### src/rtl/multicycle_control_unit.sv
// Multicycle control FSM for the KGP-RISC datapath.
// Sequences FETCH / DECODE / EXEC / MEM / WB, emits datapath strobes,
// guards memory handshakes with a wait-cycle timeout and counts retired
// instructions. HALT and FAULT are terminal until reset.
module multicycle_control_unit #(
    parameter int CNT_W       = 16,
    parameter int MEM_TIMEOUT = 15
) (
    input  logic             clk,
    input  logic             rst,
    input  logic [3:0]       opcode,
    input  logic [3:0]       fCode,
    input  logic             zero,
    input  logic             sign,
    input  logic             carry,
    input  logic             mem_ready,
    output logic             pcWrite,
    output logic [1:0]       pcSrc,
    output logic             irWrite,
    output logic             memRead,
    output logic             memWrite,
    output logic             regWrite,
    output logic [1:0]       wbSel,
    output logic             aluSrc,
    output logic [3:0]       aluOp,
    output logic [2:0]       state,
    output logic             halted,
    output logic             fault,
    output logic [CNT_W-1:0] retired
);

    localparam logic [2:0] S_FETCH  = 3'd0;
    localparam logic [2:0] S_DECODE = 3'd1;
    localparam logic [2:0] S_EXEC   = 3'd2;
    localparam logic [2:0] S_MEM    = 3'd3;
    localparam logic [2:0] S_WB     = 3'd4;
    localparam logic [2:0] S_HALT   = 3'd5;
    localparam logic [2:0] S_FAULT  = 3'd6;

    // Last wait count tolerated; one more idle cycle would exceed MEM_TIMEOUT.
    localparam logic [7:0] WAIT_LAST = 8'(MEM_TIMEOUT - 1);

    logic [2:0]       state_r;
    logic [2:0]       next_state_s;
    logic [7:0]       wait_cnt_r;
    logic [CNT_W-1:0] retired_r;
    logic             illegal_s;
    logic             taken_s;
    logic             retire_s;

    // Classify the decoded instruction: legality and branch-taken condition.
    always_comb begin
        illegal_s = 1'b0;
        taken_s   = 1'b0;
        case (opcode)
            4'b0000, 4'b0001, 4'b0010, 4'b0011, 4'b1111: begin
                illegal_s = 1'b0;
                taken_s   = 1'b0;
            end
            4'b0100, 4'b0110, 4'b0111: begin
                illegal_s = 1'b0;
                taken_s   = 1'b1;
            end
            4'b0101: begin
                case (fCode)
                    4'd0:    taken_s = sign;
                    4'd1:    taken_s = zero;
                    4'd2:    taken_s = ~zero;
                    default: illegal_s = 1'b1;
                endcase
            end
            4'b1000: begin
                case (fCode)
                    4'd0:    taken_s = carry;
                    4'd1:    taken_s = ~carry;
                    default: illegal_s = 1'b1;
                endcase
            end
            default: illegal_s = 1'b1;
        endcase
    end

    // Next-state logic.
    always_comb begin
        next_state_s = S_FAULT;
        case (state_r)
            S_FETCH: begin
                if (mem_ready) begin
                    next_state_s = S_DECODE;
                end else if (wait_cnt_r == WAIT_LAST) begin
                    next_state_s = S_FAULT;
                end else begin
                    next_state_s = S_FETCH;
                end
            end
            S_DECODE: begin
                if (illegal_s) begin
                    next_state_s = S_FAULT;
                end else if (opcode == 4'b1111) begin
                    next_state_s = S_HALT;
                end else begin
                    next_state_s = S_EXEC;
                end
            end
            S_EXEC: begin
                case (opcode)
                    4'b0000, 4'b0001, 4'b0110:          next_state_s = S_WB;
                    4'b0010, 4'b0011:                   next_state_s = S_MEM;
                    4'b0100, 4'b0101, 4'b0111, 4'b1000: next_state_s = S_FETCH;
                    default:                            next_state_s = S_FAULT;
                endcase
            end
            S_MEM: begin
                if (mem_ready) begin
                    next_state_s = (opcode == 4'b0011) ? S_FETCH : S_WB;
                end else if (wait_cnt_r == WAIT_LAST) begin
                    next_state_s = S_FAULT;
                end else begin
                    next_state_s = S_MEM;
                end
            end
            S_WB:    next_state_s = S_FETCH;
            S_HALT:  next_state_s = S_HALT;
            S_FAULT: next_state_s = S_FAULT;
            default: next_state_s = S_FAULT;
        endcase
    end

    // An instruction retires on its last cycle (return to FETCH) or on HALT entry.
    always_comb begin
        if ((state_r != S_FETCH) && (next_state_s == S_FETCH)) begin
            retire_s = 1'b1;
        end else if ((state_r == S_DECODE) && (next_state_s == S_HALT)) begin
            retire_s = 1'b1;
        end else begin
            retire_s = 1'b0;
        end
    end

    // State register, memory wait counter and retired-instruction counter.
    always_ff @(posedge clk or posedge rst) begin
        if (rst) begin
            state_r    <= S_FETCH;
            wait_cnt_r <= 8'd0;
            retired_r  <= '0;
        end else begin
            state_r <= next_state_s;
            if (((state_r == S_FETCH) || (state_r == S_MEM)) && !mem_ready) begin
                wait_cnt_r <= wait_cnt_r + 8'd1;
            end else begin
                wait_cnt_r <= 8'd0;
            end
            if (retire_s) begin
                retired_r <= retired_r + {{(CNT_W-1){1'b0}}, 1'b1};
            end else begin
                retired_r <= retired_r;
            end
        end
    end

    // Strobe decode from the current state; reset forces every strobe low at once.
    always_comb begin
        pcWrite  = 1'b0;
        pcSrc    = 2'd0;
        irWrite  = 1'b0;
        memRead  = 1'b0;
        memWrite = 1'b0;
        regWrite = 1'b0;
        wbSel    = 2'd0;
        aluSrc   = 1'b0;
        aluOp    = 4'd0;
        halted   = 1'b0;
        fault    = 1'b0;
        if (rst) begin
            pcWrite = 1'b0;
        end else begin
            case (state_r)
                S_FETCH: begin
                    memRead = 1'b1;
                    irWrite = mem_ready;
                end
                S_DECODE: begin
                    pcWrite = 1'b0;
                end
                S_EXEC: begin
                    aluSrc = (opcode == 4'b0001) || (opcode == 4'b0010) || (opcode == 4'b0011);
                    aluOp  = ((opcode == 4'b0000) || (opcode == 4'b0001)) ? fCode : 4'd0;
                    case (opcode)
                        4'b0100, 4'b0101, 4'b0110, 4'b0111, 4'b1000: begin
                            pcWrite = 1'b1;
                            if (!taken_s) begin
                                pcSrc = 2'd0;
                            end else if (opcode == 4'b0111) begin
                                pcSrc = 2'd2;
                            end else begin
                                pcSrc = 2'd1;
                            end
                        end
                        default: pcWrite = 1'b0;
                    endcase
                end
                S_MEM: begin
                    memRead  = (opcode == 4'b0010);
                    memWrite = (opcode == 4'b0011);
                    pcWrite  = (opcode == 4'b0011) && mem_ready;
                end
                S_WB: begin
                    regWrite = 1'b1;
                    case (opcode)
                        4'b0010: wbSel = 2'd1;
                        4'b0110: wbSel = 2'd2;
                        default: wbSel = 2'd0;
                    endcase
                    // bl already updated the PC during EXEC.
                    pcWrite = (opcode != 4'b0110);
                end
                S_HALT:  halted = 1'b1;
                S_FAULT: fault  = 1'b1;
                default: fault  = 1'b1;
            endcase
        end
    end

    assign state   = state_r;
    assign retired = retired_r;

endmodule
### config.mk
export PLATFORM = sky130hd
export DESIGN_NAME = multicycle_control_unit
export DESIGN_NICKNAME = d
export VERILOG_FILES = /design/src/rtl/multicycle_control_unit.sv
export SDC_FILE = /design/constraint.sdc
export NUM_CORES = 1
export LEC_CHECK = 0
export ABC_AREA = 0
export CORE_MARGIN = 2
export CORE_UTILIZATION = 48
export CTS_CLUSTER_SIZE = 28
export DETAILED_ROUTE_END_ITERATION = 8
export HOLD_SLACK_MARGIN = 0.06
export PLACE_DENSITY = 0.84
export SLEW_MARGIN = 25
export SYNTH_ARGS = -nofsm -noshare
export SYNTH_HDL_FRONTEND = slang
export SYNTH_SLANG_ARGS = --single-unit
### constraint.sdc
create_clock -name clk -period 2.9 [get_ports clk]
set_clock_uncertainty 0.05 [all_clocks]
set_input_delay 0.58 -clock clk [delete_from_list [all_inputs] [get_ports clk]]
set_output_delay 0.58 -clock clk [all_outputs]
set_load 0.02 [all_outputs]
==> flow_summary.json <==
{
  "ys_ff_latch": 27,
  "clk_path_buf_depth": 2,
  "num_rows": 22,
  "crit_arrival_ns": 2.19,
  "cp_common_cell": "a21oi_1",
  "instances_no_fill": 323,
  "drt_iter0_markers": 96,
  "die_area_um2": 4295,
  "final_nets": 293,
  "cts_hold_buffers": 0,
  "hold_path_depth": 1,
  "irDropWorstVdd_v": 0.0006971,
  "critPathMaxStageDelay_ns": 0.56,
  "synth-main-ff-cell": "dfrtp_1",
  "num_vias": 1789,
  "antenna_found_initial": 0,
  "wirelength_um": 4369,
  "netlist.top_cell.by_area": "dfrtp_1",
  "hpwl_um": 3322,
  "criticalPathCategory": "input port to output pin",
  "die_h_um": 65.54,
  "fin_crit_sh_pct": 97.19,
  "synth_compound_area_share_pct": 11.91,
  "crit_buf_inv": 2,
  "post-place-ws_ns": -0.4001,
  "required_ns": 2.27,
  "fmax_mhz": 354.8,
  "grt_pass1_vias": 1623,
  "critPathSlowestCell": "or4b_4",
  "grt_util_all_layers_pct": 21.48,
  "cts_tree": "built",
  "p_leak_nw": 1.179,
  "die_x_um": 65.54,
  "grt_pass1_wl_um": 7286,
  "final_cell_mix": "clkdlybuf4s50_1 (35), buf_4 (30), dfrtp_1 (27), nor2_1 (18), nand3_1 (17)",
  "grt_max_degree": 28,
  "yosys.area_share.simple_pct": 33.10,
  "synth_top_area_share_pct": 37.16,
  "syn_to_final_growth_pct": 41.22,
  "cts-root-buf": "clkbuf_8",
  "status": "completed",
  "met2_length_um": 2024,
  "synth_edf_count": 0,
  "wl_met3_um": 240,
  "wl_met1_um": 2016,
  "syn_area_um2": 1818,
  "tightest_slew_ns": 0.6206,
  "io_buffers": 48,
  "final-setup-viol-count": 0,
  "avgRoutedWirePerCell_um": 13.53,
  "drv_slew": 0,
  "synthArstFlopShare_pct": 100.0,
  "synth_warnings": 0,
  "layout-drive-gt1-share_pct": 18.55,
  "clock_sinks": 27,
  "yosysSeqAreaShare_pct": 37.16,
  "grt-ovfl-total": 0,
  "hold_viol": 0,
  "core_area_um2": 3661,
  "ant_nets": 0,
  "syn_nets": 221,
  "synth_fa_ha_area_share_pct": 2.065,
  "hp-class": "flip-flop to flip-flop",
  "drv_cap": 0,
  "antenna_cells": 0,
  "io_pins": 49,
  "viasPerCell": 5.539,
  "syn_avg_cell_area_um2": 8.912,
  "end_kind": "output pin",
  "slew_headroom_pct": 58.54,
  "clk_latency_ns": 0.27,
  "cts_made_buffers": 3,
  "min-delay-start": "retired[8]$_DFFE_PP0P_",
  "cts_htree_levels": 1,
  "path_clk_slew_ns": 0.09,
  "place_congestion": 0.8773,
  "synthXorXnorAreaFrac_pct": 10.60,
  "critPathLaunchType": "input port",
  "initial_core_util_pct": 49.66,
  "critical-path-top-delay-family": "simple AND/OR/NAND/NOR gates",
  "syn_inst": 204,
  "drc": 0,
  "worst_slack_ns": 0.08159,
  "min_to": "retired[8]$_DFFE_PP0P_",
  "highest_layer": "met4",
  "ys_types": 50,
  "r2r_start": "state[2]$_DFF_PP0_",
  "powerDensity_nw_per_um2": 674.8,
  "reg2regPathDepth": 8,
  "ys_top_cells_by_area": "dfrtp_1 (37%), xnor2_1 (7.7%), and3_1 (5.5%), nand3_1 (4.7%), nor2_1 (4.1%)",
  "dr.pass1.iters": 4,
  "dp.cells": 319,
  "yosys-mux-area-fraction_pct": 1.170,
  "period_minus_slack_ns": 2.818,
  "worstPathMaxFanout": 2,
  "final_common_cell": "clkdlybuf4s50_1",
  "r2r_slack_ns": 0.41,
  "r2r_end": "retired[1]$_DFFE_PP0P_",
  "synth_top_family_by_area": "simple AND/OR/NAND/NOR gates",
  "worstPathCellList": "clkdlybuf4s50_1 > or4b_4 > a21oi_2 > nand2_1 > a21oi_1 > a21oi_1 > nor2_1 > buf_4"
}
==> worst reg2reg max path: stages (launching register included) <==
cell       delay [ns]
dfrtp_1          0.46
buf_4            0.21
nor3b_1          0.53
o22ai_1          0.15
a2bb2oi_1        0.31
nor3_2           0.08
buf_4            0.20
nand2_2          0.09
mux2_1           0.31
==> kinds of logic (layout without fill, tap and decap cells) <==
group	count (synthesis)	in the layout
simple gates	105	105
compound gates	29	29
flops	27	27
xor+xnor	22	22
buf+inv	16	87
fa+ha+maj	3	3
mux	2	2
==> how the worst max path moves through the flow <==
stage / depth (start not counted) / from / to
after floorplan: 4 / rst / wbSel[0]
after global placement: 8 / opcode[2] / pcWrite
after detailed placement: 8 / opcode[1] / pcSrc[0]
after CTS: 8 / opcode[2] / aluOp[0]
after global routing: 8 / opcode[2] / pcWrite
final: 8 / opcode[2] / pcWrite
==> sequential cells by signal, indices dropped and copies added, names as in the netlist <==
signal      flops
state           3
retired        16
wait_cnt_r      8
==> what timing repair did <==
item                                    in CTS  in global routing
resized for setup                           21                 13
buffers inserted                             0                  0
endpoints found under the setup margin      11                 21
pin swaps                                    0                  1
==> metrics by stage <==
step | util [%] | total power [mW] | TNS [ns] | hold WS (ns) | cell area [µm²]
after global routing | 70.13 | 1.847 | -0.05327 | 0.4879 | 2567
final | 70.13 | 1.733 | 0 | 0.4547 | 2567
after detailed placement | 69.00 | 1.528 | -5.099 | 0.4368 | 2526
after CTS | 69.82 | 1.730 | 0 | 0.4522 | 2556
after global placement | 69.00 | 1.508 | -4.197 | 0.4113 | 2526
after floorplan | - | 1.135 | 0 | 0.4237 | 1818
==> cell type report <==
class,count,area (µm²)
Clock buffer,3,41.29
Clock inverter,1,5.005
Fill cell,298,1094
Inverter,6,22.52
Multi-Input combinational cell,161,1094
Sequential cell,27,675.6
Tap cell,48,60.06
Timing Repair Buffer,77,669.4
==> Yosys cell counts (3+ instances only) <==
master and count:
xor2_1 6, nand2_1 8, nand3_1 17, clkbuf_1 4, nor3_1 4, o22ai_1 3, o21ai_0 4, and2_1 9
nand2b_1 3, or3_1 3, inv_1 6, nor2_1 20, ha_1 3, buf_2 4, and3_1 16, a21oi_1 6
dfrtp_1 27, xnor2_1 16, nand4_1 9
==> power by group <==
group / switching [mW] / leakage (nW) / internal (mW) / total (mW)
logic: 0.529 / 0.791 / 0.459 / 0.988
clock network: 0.110 / 0.0255 / 0.0961 / 0.206
registers: 0.0934 / 0.363 / 0.445 / 0.538
==> metal layers <==
layer,vias up,GRT usage (%)
met4,0,8.854
met5,-,0
met3,9,2.568
met1,840,30.03
met2,59,33.80
li1,881,-
No activity file was read; power rests on OpenSTA's default activity.
